File: src/rtl/cpu_ctrl_pkg.sv
// Shared opcode, ALU-code, state and class definitions
// for the hardwired control sequencer.
package cpu_ctrl_pkg;

    localparam logic [4:0] OP_ADD  = 5'b00011;
    localparam logic [4:0] OP_SUB  = 5'b00100;
    localparam logic [4:0] OP_SHR  = 5'b00101;
    localparam logic [4:0] OP_SHL  = 5'b00110;
    localparam logic [4:0] OP_ROR  = 5'b00111;
    localparam logic [4:0] OP_AND  = 5'b01000;
    localparam logic [4:0] OP_OR   = 5'b01001;
    localparam logic [4:0] OP_ROL  = 5'b01011;
    localparam logic [4:0] OP_MUL  = 5'b01110;
    localparam logic [4:0] OP_DIV  = 5'b01111;
    localparam logic [4:0] OP_NEG  = 5'b10000;
    localparam logic [4:0] OP_NOT  = 5'b10001;
    localparam logic [4:0] OP_NOP  = 5'b11010;
    localparam logic [4:0] OP_HALT = 5'b11011;

    localparam logic [4:0] ALU_ADD = 5'b00011;
    localparam logic [4:0] ALU_SUB = 5'b00100;
    localparam logic [4:0] ALU_SHR = 5'b00101;
    localparam logic [4:0] ALU_SHL = 5'b00110;
    localparam logic [4:0] ALU_ROR = 5'b00111;
    localparam logic [4:0] ALU_AND = 5'b01000;
    localparam logic [4:0] ALU_OR  = 5'b01010;
    localparam logic [4:0] ALU_ROL = 5'b01011;
    localparam logic [4:0] ALU_MUL = 5'b01110;
    localparam logic [4:0] ALU_DIV = 5'b01111;
    localparam logic [4:0] ALU_NEG = 5'b10000;
    localparam logic [4:0] ALU_NOT = 5'b10001;

    typedef enum logic [3:0] {
        S_IDLE, S_T0, S_T1, S_T1W, S_T2,
        S_T3, S_T4, S_T5, S_T6, S_HALTED
    } state_e;

    typedef enum logic [2:0] {
        CLS_R3, CLS_R2, CLS_MD, CLS_NOP, CLS_HALT, CLS_ILL
    } op_class_e;

    function automatic op_class_e op_class(input logic [4:0] op);
        case (op)
            OP_ADD, OP_SUB, OP_AND, OP_OR,
            OP_SHR, OP_SHL, OP_ROR, OP_ROL: return CLS_R3;
            OP_NEG, OP_NOT:                 return CLS_R2;
            OP_MUL, OP_DIV:                 return CLS_MD;
            OP_NOP:                         return CLS_NOP;
            OP_HALT:                        return CLS_HALT;
            default:                        return CLS_ILL;
        endcase
    endfunction

    function automatic logic [4:0] alu_op_of(input logic [4:0] op);
        case (op)
            OP_ADD:  return ALU_ADD;
            OP_SUB:  return ALU_SUB;
            OP_AND:  return ALU_AND;
            OP_OR:   return ALU_OR;
            OP_SHR:  return ALU_SHR;
            OP_SHL:  return ALU_SHL;
            OP_ROR:  return ALU_ROR;
            OP_ROL:  return ALU_ROL;
            OP_MUL:  return ALU_MUL;
            OP_DIV:  return ALU_DIV;
            OP_NEG:  return ALU_NEG;
            OP_NOT:  return ALU_NOT;
            default: return 5'b00000;
        endcase
    endfunction

endpackage

File: src/rtl/reg_select_decoder.sv
// 4-bit register index to one-hot select vector,
// all-zero when not enabled.
module reg_select_decoder #(
    parameter int NREGS = 16
) (
    input  logic [3:0]       idx_i,
    input  logic             en_i,
    output logic [NREGS-1:0] onehot_o
);

    always_comb begin
        onehot_o = '0;
        if (en_i) onehot_o[idx_i] = 1'b1;
    end

endmodule

File: src/rtl/control_sequencer.sv
// Hardwired fetch/decode/execute sequencer for the
// single-bus CPU datapath.
import cpu_ctrl_pkg::*;

module control_sequencer #(
    parameter int NREGS = 16,
    parameter int OPW   = 5
) (
    input  logic             Clock,
    input  logic             Clear,
    input  logic             Run,
    input  logic             mem_ready,
    input  logic [31:0]      ir,
    output logic             PCout,
    output logic             PCin,
    output logic             IncPC,
    output logic             MARin,
    output logic             MDRin,
    output logic             MDRout,
    output logic             Read,
    output logic             IRin,
    output logic             Yin,
    output logic             Zin,
    output logic             Zlowout,
    output logic             ZHighout,
    output logic             HIin,
    output logic             LOin,
    output logic [NREGS-1:0] Rin,
    output logic [NREGS-1:0] Rout,
    output logic [4:0]       alu_op,
    output logic             stop,
    output logic             illegal
);

    state_e           state_q, state_d;
    logic [OPW-1:0]   opc_q, opc_d;
    logic [3:0]       ra_q, ra_d, rb_q, rb_d, rc_q, rc_d;
    op_class_e        cls;
    logic             rin_en, rout_en;
    logic [3:0]       rin_idx, rout_idx;
    logic             unused_ir;

    assign unused_ir = ^ir[14:0];
    assign cls = op_class(opc_q);

    always_comb begin
        state_d = state_q;
        opc_d   = opc_q;
        ra_d    = ra_q;
        rb_d    = rb_q;
        rc_d    = rc_q;
        unique case (state_q)
            S_IDLE: if (Run) state_d = S_T0;
            S_T0:   state_d = S_T1;
            S_T1, S_T1W:
                state_d = mem_ready ? S_T2 : S_T1W;
            S_T2: begin
                // Fields are frozen here for the whole execute phase
                state_d = S_T3;
                opc_d   = ir[31 -: OPW];
                ra_d    = ir[26:23];
                rb_d    = ir[22:19];
                rc_d    = ir[18:15];
            end
            S_T3: begin
                case (cls)
                    CLS_R3, CLS_R2, CLS_MD: state_d = S_T4;
                    CLS_NOP:  state_d = Run ? S_T0 : S_IDLE;
                    CLS_HALT: state_d = S_HALTED;
                    default:  state_d = S_T0;
                endcase
            end
            S_T4: state_d = S_T5;
            S_T5: begin
                if (cls == CLS_MD) state_d = S_T6;
                else               state_d = Run ? S_T0 : S_IDLE;
            end
            S_T6:     state_d = Run ? S_T0 : S_IDLE;
            S_HALTED: state_d = S_HALTED;
            default:  state_d = S_IDLE;
        endcase
    end

    always_ff @(posedge Clock) begin
        if (Clear) begin
            state_q <= S_IDLE;
            opc_q   <= '0;
            ra_q    <= '0;
            rb_q    <= '0;
            rc_q    <= '0;
        end else begin
            state_q <= state_d;
            opc_q   <= opc_d;
            ra_q    <= ra_d;
            rb_q    <= rb_d;
            rc_q    <= rc_d;
        end
    end

    always_comb begin
        {PCout, PCin, IncPC, MARin, MDRin, MDRout, Read} = '0;
        {IRin, Yin, Zin, Zlowout, ZHighout, HIin, LOin}  = '0;
        alu_op   = '0;
        stop     = 1'b0;
        illegal  = 1'b0;
        rin_en   = 1'b0;
        rout_en  = 1'b0;
        rin_idx  = ra_q;
        rout_idx = '0;
        unique case (state_q)
            S_T0: {PCout, MARin, IncPC, Zin} = '1;
            S_T1: {Zlowout, PCin, Read, MDRin} = '1;
            S_T1W: {Read, MDRin} = '1;
            S_T2: {MDRout, IRin} = '1;
            S_T3: begin
                case (cls)
                    CLS_R3: begin
                        rout_en  = 1'b1;
                        rout_idx = rb_q;
                        Yin      = 1'b1;
                    end
                    CLS_MD: begin
                        rout_en  = 1'b1;
                        rout_idx = ra_q;
                        Yin      = 1'b1;
                    end
                    CLS_ILL: illegal = 1'b1;
                    default: ;
                endcase
            end
            S_T4: begin
                rout_en  = 1'b1;
                rout_idx = (cls == CLS_R3) ? rc_q : rb_q;
                alu_op   = alu_op_of(opc_q);
                Zin      = 1'b1;
            end
            S_T5: begin
                Zlowout = 1'b1;
                if (cls == CLS_MD) LOin   = 1'b1;
                else               rin_en = 1'b1;
            end
            S_T6:     {ZHighout, HIin} = '1;
            S_HALTED: stop = 1'b1;
            default: ;
        endcase
    end

    reg_select_decoder #(.NREGS(NREGS)) u_rin_dec (
        .idx_i    (rin_idx),
        .en_i     (rin_en),
        .onehot_o (Rin)
    );

    reg_select_decoder #(.NREGS(NREGS)) u_rout_dec (
        .idx_i    (rout_idx),
        .en_i     (rout_en),
        .onehot_o (Rout)
    );

endmodule

File: config.mk
export PLATFORM = sky130hd
export DESIGN_NAME = control_sequencer
export DESIGN_NICKNAME = d
export VERILOG_FILES = /design/src/rtl/cpu_ctrl_pkg.sv /design/src/rtl/reg_select_decoder.sv /design/src/rtl/control_sequencer.sv
export SDC_FILE = /design/constraint.sdc
export NUM_CORES = 1
export LEC_CHECK = 0
export CORE_AREA = 10 10 82 84
export CTS_CLUSTER_DIAMETER = 80
export DETAILED_ROUTE_END_ITERATION = 6
export DIE_AREA = 0 0 92 94
export PLACE_DENSITY_LB_ADDON = 0.1
export SLEW_MARGIN = 20
export SYNTH_ARGS = -nofsm -noshare
export SYNTH_HDL_FRONTEND = slang
export SYNTH_SLANG_ARGS = --single-unit
File: constraint.sdc
create_clock -name Clock -period 2.2 [get_ports Clock]
set_input_delay 0.33 -clock Clock [delete_from_list [all_inputs] [get_ports Clock]]
set_output_delay 0.33 -clock Clock [all_outputs]
set_load 0.01 [all_outputs]
==> impl_metrics.env, run 1 <==
export IMPL_status="finished with violations"
export IMPL_violations="setup timing"
export IMPL_p_sw_frac=0.258
export IMPL_grt_overflow_total=0
export IMPL_rr_endpoint="cls[2]"
export IMPL_die_y_um=94
export IMPL_min_from="rc_q[2]"
export IMPL_fin_tns_setup_ns=-2.56
export IMPL_synth_common_cells="nand2_1 (41), nor2_1 (40), dfxtp_1 (29)"
export IMPL_netlist_area_mm2=0.00219
export IMPL_initial_core_util=0.431
export IMPL_numCtsBuffers=5
export IMPL_critPathSlowestCell="o41ai_2"
export IMPL_cts_num_sinks=29
export IMPL_synth_cells=307
export IMPL_internal_power_w=0.000877
export IMPL_grt_pass1_wl_mm=12.1
export IMPL_setup_violations=24
export IMPL_yosysTopAreaCell="dfxtp_1"
export IMPL_avgSynthCellArea_um2=7.12
export IMPL_wl_per_cell_um=16.4
export IMPL_maxCapViolCount=0
export IMPL_endpoint_kind="output port"
export IMPL_power_density_mw_per_mm2=322
export IMPL_ys_seq_elements=29
export IMPL_synth_warnings=0
export IMPL_seq_power_share=0.456
export IMPL_min_path_type="register to register"
export IMPL_clkTransAtPathRegs_ns=0.06
export IMPL_synth_nets=343
export IMPL_num_vias=2747
export IMPL_leakage_nw=1.52
export IMPL_yosysTopAreaCellShare=0.266
export IMPL_num_nets_final=461
export IMPL_holdWs_ns=0.461
export IMPL_routed_wl_mm=8.11
export IMPL_p_clk_frac=0.351
export IMPL_worstPathArrival_ns=2.10
export IMPL_hpwl_mm=5.39
export IMPL_hold_depth=2
export IMPL_worst_slew_pin_slew_ns=0.377
export IMPL_grt_total_usage=0.166
export IMPL_final_max_slew_viol_count=0
export IMPL_async_flop_share=0
export IMPL_crit_cells=8
export IMPL_ff_latch_area_um2=597
export IMPL_ctsRootBufferMaster="clkbuf_8"
export IMPL_synthToLayoutAreaGrowth_pct=67.9
export IMPL_grt_pass1_vias=2586
export IMPL_yosysMostFrequentCell="nand2_1"
export IMPL_switchingPower_w=0.000306
export IMPL_crit_buf_inv=4
export IMPL_ant_nets=0
export IMPL_diodes=0
export IMPL_ys_types=63
export IMPL_timing_fmax_ghz=0.412
export IMPL_clk_latency_ns=0.28
export IMPL_drive_gt1_frac=0.387
export IMPL_die_area_mm2=0.00865
export IMPL_tritoncts="yes"
export IMPL_final_period_utilization=1.10
export IMPL_firstDrtPassIters=4
export IMPL_path_delay_family="compound AO/OA/AOI/OAI gates"
export IMPL_worst_slack_ns=-0.229
export IMPL_cpPeakStageDelay_ns=0.37
export IMPL_route_detailed_drc=0
export IMPL_crit_chain="buf_8 -> o31a_1 -> o41ai_2 -> o21ai_1 -> buf_4 -> buf_6 -> nor2_1 -> buf_2"
export IMPL_die_width_um=92
export IMPL_fill_cells=431
export IMPL_power_frac_comb=0.193
export IMPL_worstSetupStartpointType="register"
export IMPL_r2r_slack_ns=0.05
export IMPL_rsz0062_at_grt="yes"
export IMPL_drtIter0Drc=177
export IMPL_reg2reg_depth=8
export IMPL_fp_row_count=26
export IMPL_place_congestion=0.930
export IMPL_critPathKind="register to output port"
export IMPL_clock_path_buffers=2
export IMPL_vdd_ir_drop_max_mv=0.281
export IMPL_cp_max_fo=7
export IMPL_slew_headroom=0.748
export IMPL_yosysSeqAreaShare=0.266
export IMPL_min_period_ns=2.43
export IMPL_power_total_w=0.00118
export IMPL_ys_top_cells_by_area="dfxtp_1 (27%), nand2_1 (7.0%), nor2_1 (6.9%)"
export IMPL_h_tree_depth=2
export IMPL_viasPerCell=5.54
export IMPL_skew_ns=0.00462
export IMPL_grt_max_degree=26
export IMPL_synth_edf_count=0
export IMPL_min_to="rc_q[2]"
export IMPL_pin_count=89
export IMPL_core_mm2=0.00507
export IMPL_cp_data_required_time_ns=1.87
export IMPL_hold_viol=0
export IMPL_yosys_most_used_dff="dfxtp_1"
export IMPL_multi_input_area_mm2=0.00170
export IMPL_port_buffers=73
export IMPL_antenna_found_initial=0
export IMPL_place_ws_ns=-0.373
export IMPL_r2r_start="state_q[3]"
## power groups by stage
stage	combinational (W)	clock [W]	sequential, W
after floorplan	0.0000906	0	0.000550
final	0.000228	0.000415	0.000539
after detailed placement	0.000182	0	0.000551
after global placement	0.000181	0	0.000550
after CTS	0.000184	0.000422	0.000538
after global routing	0.000245	0.000448	0.000539
## timing repair
item                       CTS  global route
pin swaps                   21            18
setup endpoints to repair   43            40
hold buffers                 0             0
cloned                       0             1
buffers inserted            12            13
gates resized for setup    142            93
## tightest hold or removal path, cell delays in order (launching register included)
cell and delay (ns):
dfxtp_1 0.31, nand2_1 0.05, a21oi_1 0.05
## metal layers
metal,global-route usage,vias to the layer above,wire length [um]
met3,0.0528,19,595
li1,-,1328,-
met5,0,-,0
met4,0.0553,0,187
met1,0.179,1288,3230
met2,0.298,112,4100
## layout by cell type, fill, tap and decap left out, types with 3 or more instances in the layout
| cell type | n |
|---|---|
| nor4b_4 | 3 |
| dfxtp_1 | 22 |
| clkbuf_2 | 6 |
| o21ai_0 | 6 |
| o21a_1 | 3 |
| nand3_1 | 8 |
| inv_1 | 6 |
| clkbuf_8 | 5 |
| mux2i_1 | 4 |
| nor3_1 | 10 |
| dfxtp_2 | 4 |
| nor2b_1 | 10 |
| nor2_1 | 33 |
| nand2_1 | 40 |
| mux2_2 | 3 |
| o31a_1 | 3 |
| or4b_4 | 3 |
| nand2b_1 | 10 |
| buf_2 | 25 |
| buf_6 | 13 |
| o211ai_1 | 3 |
| clkdlybuf4s50_1 | 26 |
| o21ai_1 | 3 |
| nor2_2 | 5 |
| dlymetal6s2s_1 | 4 |
| dfxtp_4 | 3 |
| a21oi_1 | 20 |
| dlygate4sd2_1 | 9 |
| nor3_2 | 4 |
| buf_4 | 49 |
| buf_8 | 3 |
| nor3b_1 | 3 |
| nand3b_1 | 3 |
| and2_1 | 6 |
## worst max path at each step
stage,start,endpoint,slack [ns]
3_3_place_gp,cls[1],Rout[5],-0.33
4_1_cts,state_q[0],Rout[1],-0.20
3_5_place_dp,cls[1],Rout[5],-0.37
6_report,cls[0],Rout[12],-0.23
2_1_floorplan,cls[1],Rout[6],0.07
5_1_grt,cls[0],Rout[4],-0.31
## kinds of logic (layout without fill, tap and decap cells)
| family | after synthesis | count (layout) | share of synthesized area |
|---|---|---|---|
| muxes | 11 | 11 | 0.0549 |
| and+or+nand+nor | 160 | 160 | 0.377 |
| DFF | 29 | 29 | 0.266 |
| AOI/OAI and AO/OA | 70 | 70 | 0.219 |
| xor gates and xnor gates | 2 | 2 | 0.00802 |
| buffers and inverters | 35 | 154 | 0.0761 |
## per-stage QoR
step	area, um2	std cells	util
global placement	3170	463	0.625
global route	3670	496	0.723
CTS	3400	483	0.671
floorplan	2190	307	-
detailed placement	3170	463	0.625
finish	3670	496	0.723
## area by class of cell
cell class	count	area share
inverter	7	0.00852
clock buffer	6	0.0198
timing repair buffer	139	0.319
sequential	29	0.163
clock inverter	2	0.00273
multi-input combinational	243	0.464
tap	70	0.0239
(Power assumes the default switching activity.)
==> run 2, diff against run 1 <==
RECOVER_POWER = 25   (was not set)
==> impl_metrics.env, run 2 (synthesized netlist as in run 1, its figures left out) <==
export IMPL_cp_data_required_time_ns=1.87
export IMPL_h_tree_depth=2
export IMPL_route_detailed_drc=0
export IMPL_die_width_um=92
export IMPL_min_period_ns=2.43
export IMPL_diodes=0
export IMPL_cpPeakStageDelay_ns=0.37
export IMPL_timing_fmax_ghz=0.412
export IMPL_die_y_um=94
export IMPL_ctsRootBufferMaster="clkbuf_8"
export IMPL_power_frac_comb=0.191
export IMPL_drtIter0Drc=144
export IMPL_port_buffers=73
export IMPL_die_area_mm2=0.00865
export IMPL_power_total_w=0.00118
export IMPL_clk_latency_ns=0.28
export IMPL_hold_buffers=0
export IMPL_routed_wl_mm=8.10
export IMPL_antenna_found_initial=0
export IMPL_setup_violations=35
export IMPL_clkTransAtPathRegs_ns=0.06
export IMPL_switchingPower_w=0.000305
export IMPL_skew_ns=0.00517
export IMPL_seq_power_share=0.457
export IMPL_layout_commonest_cell="buf_4"
export IMPL_viasPerCell=5.53
export IMPL_num_vias=2745
export IMPL_final_cell_mix="buf_4 (49), nand2_1 (40), nor2_1 (33), clkdlybuf4s50_1 (25), buf_2 (25)"
export IMPL_cp_max_fo=7
export IMPL_pin_count=89
export IMPL_grt_pass1_vias=2586
export IMPL_initial_core_util=0.431
export IMPL_critPathKind="register to output port"
export IMPL_internal_power_w=0.000874
export IMPL_endpoint_kind="output port"
export IMPL_crit_chain="buf_8 -> o31a_1 -> o41ai_2 -> o21ai_1 -> buf_4 -> buf_6 -> nor2_1 -> buf_2"
export IMPL_hold_viol=0
export IMPL_violations="setup timing"
export IMPL_wl_per_cell_um=16.3
export IMPL_rsz0062_at_grt="yes"
export IMPL_num_nets_final=461
export IMPL_place_congestion=0.930
export IMPL_grt_max_degree=26
export IMPL_grt_pass1_wl_mm=12.1
export IMPL_path_delay_family="compound AO/OA/AOI/OAI gates"
export IMPL_clock_path_buffers=2
export IMPL_status="finished with violations"
export IMPL_crit_buf_inv=4
export IMPL_grt_total_usage=0.166
export IMPL_maxCapViolCount=0
export IMPL_final_max_slew_viol_count=0
export IMPL_worst_slack_ns=-0.228
export IMPL_worst_slew_pin_slew_ns=0.465
export IMPL_p_clk_frac=0.352
export IMPL_critPathSlowestCell="o41ai_2"
export IMPL_synthToLayoutAreaGrowth_pct=66.3
export IMPL_slew_headroom=0.690
export IMPL_core_mm2=0.00507
export IMPL_vdd_ir_drop_max_mv=0.281
export IMPL_min_path_type="register to register"
export IMPL_worstPathArrival_ns=2.10
export IMPL_fp_row_count=26
export IMPL_tritoncts="yes"
export IMPL_final_period_utilization=1.10
export IMPL_worstSetupStartpointType="register"
export IMPL_final_area_mm2=0.00364
export IMPL_grt_overflow_total=0
export IMPL_numCtsBuffers=5
export IMPL_power_density_mw_per_mm2=324
export IMPL_leakage_nw=1.45
export IMPL_ant_nets=0
export IMPL_p_sw_frac=0.259
export IMPL_firstDrtPassIters=4
export IMPL_drive_gt1_frac=0.383
export IMPL_dpl_instance_area_mm2=0.00317
export IMPL_place_ws_ns=-0.373
export IMPL_hpwl_mm=5.39
export IMPL_cts_num_sinks=29
[run 2: cell types whose count changed in the layout (fill, tap and decap cells not counted), sizes merged]
cell	before	now
buf	91	90
clkbuf	13	14
clkdlybuf4s25	0	4
clkdlybuf4s50	26	25
dlygate4sd3	0	1
dlymetal6s2s	4	0
[run 2: worst register-to-register path, delay by kind of cell (launching register included)]
family	cells	cell delay, ns
buf+inv	4	0.72
simple gates	2	0.72
compound gates	2	0.53
flops	1	0.35
[run 2: stage by stage]
step | hold WS [ns] | instances | util | TNS [ns]
finish | 0.461 | 496 | 0.716 | -3.92
global route | 0.491 | 496 | 0.716 | -7.96
CTS | 0.465 | 483 | 0.671 | -1.76
detailed placement | 0.454 | 463 | 0.625 | -4.67
global placement | 0.447 | 463 | 0.625 | -4.43
floorplan | 0.431 | 307 | - | 0
[run 2: routing by layer]
| metal | vias up | GRT usage | part of all wire |
|---|---|---|---|
| met5 | - | 0 | 0 |
| met4 | 0 | 0.0553 | 0.022 |
| met3 | 17 | 0.0528 | 0.069 |
| met2 | 108 | 0.298 | 0.51 |
| met1 | 1291 | 0.179 | 0.40 |
| li1 | 1329 | - | - |
[run 2: cell type report]
class	instances	area [um2]
Timing Repair Buffer	139	1140
Fill cell	438	1440
Tap cell	70	87.6
Clock inverter	2	10.0
Inverter	7	26.3
Clock buffer	6	72.6
Multi-Input combinational cell	243	1700
Sequential cell	29	597
[run 2: final timing paths]
path                                 start       end  slack, ns  cells after the start
worst max-delay path                cls[0]  Rout[12]      -0.23                      8
worst min-delay path               rc_q[2]   rc_q[2]       0.46                      2
worst min register to register     rc_q[2]   rc_q[2]       0.46                      2
worst max register to register  state_q[3]    cls[2]      -0.20                      8
[run 2: power by group through the flow]
stage                     registers, W  clock network (W)  logic [W]
after floorplan               0.000550                  0  0.0000906
after global placement        0.000550                  0   0.000181
after detailed placement      0.000551                  0   0.000182
after CTS                     0.000538           0.000422   0.000184
after global routing          0.000539           0.000448   0.000241
final                         0.000539           0.000415   0.000225
[run 2: what timing repair did]
action / 4_1_cts / 5_1_grt
endpoints found under the setup margin: 43 / 40
gates resized for setup: 142 / 93
pin swaps: 21 / 18
cloned: 0 / 1
buffers inserted: 12 / 13
==> run 3, diff against run 2 <==
CORE_AREA = 10 10 81 83   (was 10 10 82 84)
DIE_AREA = 0 0 91 93   (was 0 0 92 94)
clock period = 2.9 ns   (was 2.2 ns; I/O delays follow)
==> impl_metrics.env, run 3 (synthesized netlist as in run 1, its figures left out) <==
export IMPL_status="finished clean"
export IMPL_skew_ns=0.00972
export IMPL_wl_per_cell_um=15.0
export IMPL_diodes=0
export IMPL_grt_overflow_total=0
export IMPL_layout_commonest_cell="clkdlybuf4s50_1"
export IMPL_worstPathArrival_ns=2.37
export IMPL_hpwl_mm=5.17
export IMPL_r2r_start="state_q[3]"
export IMPL_final_max_slew_viol_count=0
export IMPL_drtIter0Drc=97
export IMPL_rr_endpoint="cls[2]"
export IMPL_initial_core_util=0.436
export IMPL_timing_fmax_ghz=0.356
export IMPL_fp_row_count=26
export IMPL_die_width_um=91
export IMPL_die_area_mm2=0.00846
export IMPL_firstDrtPassIters=4
export IMPL_hold_buffers=0
export IMPL_fill_cells=505
export IMPL_final_area_mm2=0.00319
export IMPL_dp_cells=438
export IMPL_maxCapViolCount=0
export IMPL_h_tree_depth=2
export IMPL_hold_viol=0
export IMPL_grt_total_usage=0.150
export IMPL_grt_max_degree=29
export IMPL_pin_count=89
export IMPL_min_path_type="register to register"
export IMPL_power_total_w=0.000975
export IMPL_dpl_instance_area_mm2=0.00298
export IMPL_fin_cells=449
export IMPL_final_cell_mix="clkdlybuf4s50_1 (63), nand2_1 (41), nor2_1 (39), dfxtp_1 (26), a21oi_1 (20)"
export IMPL_worst_slew_pin_slew_ns=0.997
export IMPL_num_nets_final=414
export IMPL_routed_wl_mm=6.73
export IMPL_reg2reg_depth=6
export IMPL_final_period_utilization=0.968
export IMPL_place_congestion=0.885
export IMPL_r2r_slack_ns=0.58
export IMPL_ant_nets=0
export IMPL_power_density_mw_per_mm2=305
export IMPL_port_buffers=73
export IMPL_ctsRootBufferMaster="clkbuf_8"
export IMPL_cp_max_fo=10
export IMPL_synthToLayoutAreaGrowth_pct=46.1
export IMPL_drive_gt1_frac=0.137
export IMPL_slew_headroom=0.335
export IMPL_endpoint_kind="output port"
export IMPL_clkTransAtPathRegs_ns=0.07
export IMPL_numCtsBuffers=5
export IMPL_cp_startpoint="cls[0]"
export IMPL_route_detailed_drc=0
export IMPL_die_y_um=93
export IMPL_leakage_nw=1.17
export IMPL_grt_pass1_vias=2274
export IMPL_cts_num_sinks=29
export IMPL_viasPerCell=5.43
export IMPL_setup_violations=0
export IMPL_grt_pass1_wl_mm=10.8
export IMPL_num_vias=2437
export IMPL_tritoncts="yes"
export IMPL_worstSetupStartpointType="register"
export IMPL_cp_data_required_time_ns=2.47
export IMPL_critPathKind="register to output port"
export IMPL_antenna_found_initial=0
export IMPL_clk_latency_ns=0.28
export IMPL_min_period_ns=2.81
export IMPL_core_mm2=0.00501
export IMPL_post_route_util=0.637
export IMPL_crit_end="Rout[0]"
export IMPL_clock_path_buffers=2
export IMPL_vdd_ir_drop_max_mv=0.355
==> run 3: changes by cell type in the layout (fill, tap and decap cells not counted), sizes merged, moves of 4 or more <==
cell           before  now
clkbuf             14    8
dlymetal6s2s        0    5
dlygate4sd2         9    4
clkdlybuf4s50      25   63
clkdlybuf4s25       4    0
buf                90   17
==> run 3: worst min path at each step <==
stage,depth (start not counted),endpoint,slack (ns),startpoint
CTS,2,rc_q[3],0.47,rc_q[3]
global route,2,rc_q[2],0.49,rc_q[2]
detailed placement,2,rc_q[3],0.46,rc_q[3]
finish,2,rc_q[3],0.47,rc_q[3]
floorplan,2,rc_q[2],0.43,rc_q[2]
global placement,2,rc_q[2],0.45,rc_q[2]
==> run 3: report_power, final <==
group / internal (W) / switching, W / leakage, nW
sequential: 0.000403 / 0.00000796 / 0.236
clock: 0.000279 / 0.000158 / 0.0574
combinational: 0.0000672 / 0.0000594 / 0.875
total: 0.000749 / 0.000225 / 1.17
==> run 3: cell type report <==
class,instances,area [um2],area share
Multi-Input combinational cell,243,1500,0.469
Timing Repair Buffer,92,873,0.274
Sequential cell,29,587,0.184
Tap cell,70,87.6,0.0274
Clock buffer,6,82.6,0.0259
Clock inverter,2,37.5,0.0118
Inverter,7,26.3,0.00823
==> run 3: worst max-delay path, stage by stage (launching register included) <==
cell and delay [ns]:
dfxtp_1 0.35, buf_4 0.19, o31a_1 0.34, o41ai_2 0.40, o21ai_2 0.15, nor2_1 0.13
clkdlybuf4s50_1 0.54
==> run 3: routing by layer <==
metal	vias up	GRT usage	part of all wire
met5	-	0	0
met4	0	0.0366	0.0082
met3	6	0.0472	0.058
met2	65	0.267	0.51
met1	1128	0.170	0.42
li1	1238	-	-
==> run 3: metrics by stage <==
stage | hold WS (ns) | setup WS [ns] | setup TNS (ns)
CTS | 0.470 | 0.0144 | 0
finish | 0.466 | 0.0921 | 0
global route | 0.490 | -0.0393 | -0.102
global placement | 0.452 | 0.221 | 0
floorplan | 0.431 | 0.663 | 0
detailed placement | 0.461 | 0.205 | 0
==> run 3: repair_timing <==
item | in CTS | in global routing
setup buffers | 0 | 3
setup endpoints to repair | 13 | 17
pin swaps | 0 | 1
resized for setup | 10 | 16
gates cloned | 0 | 0
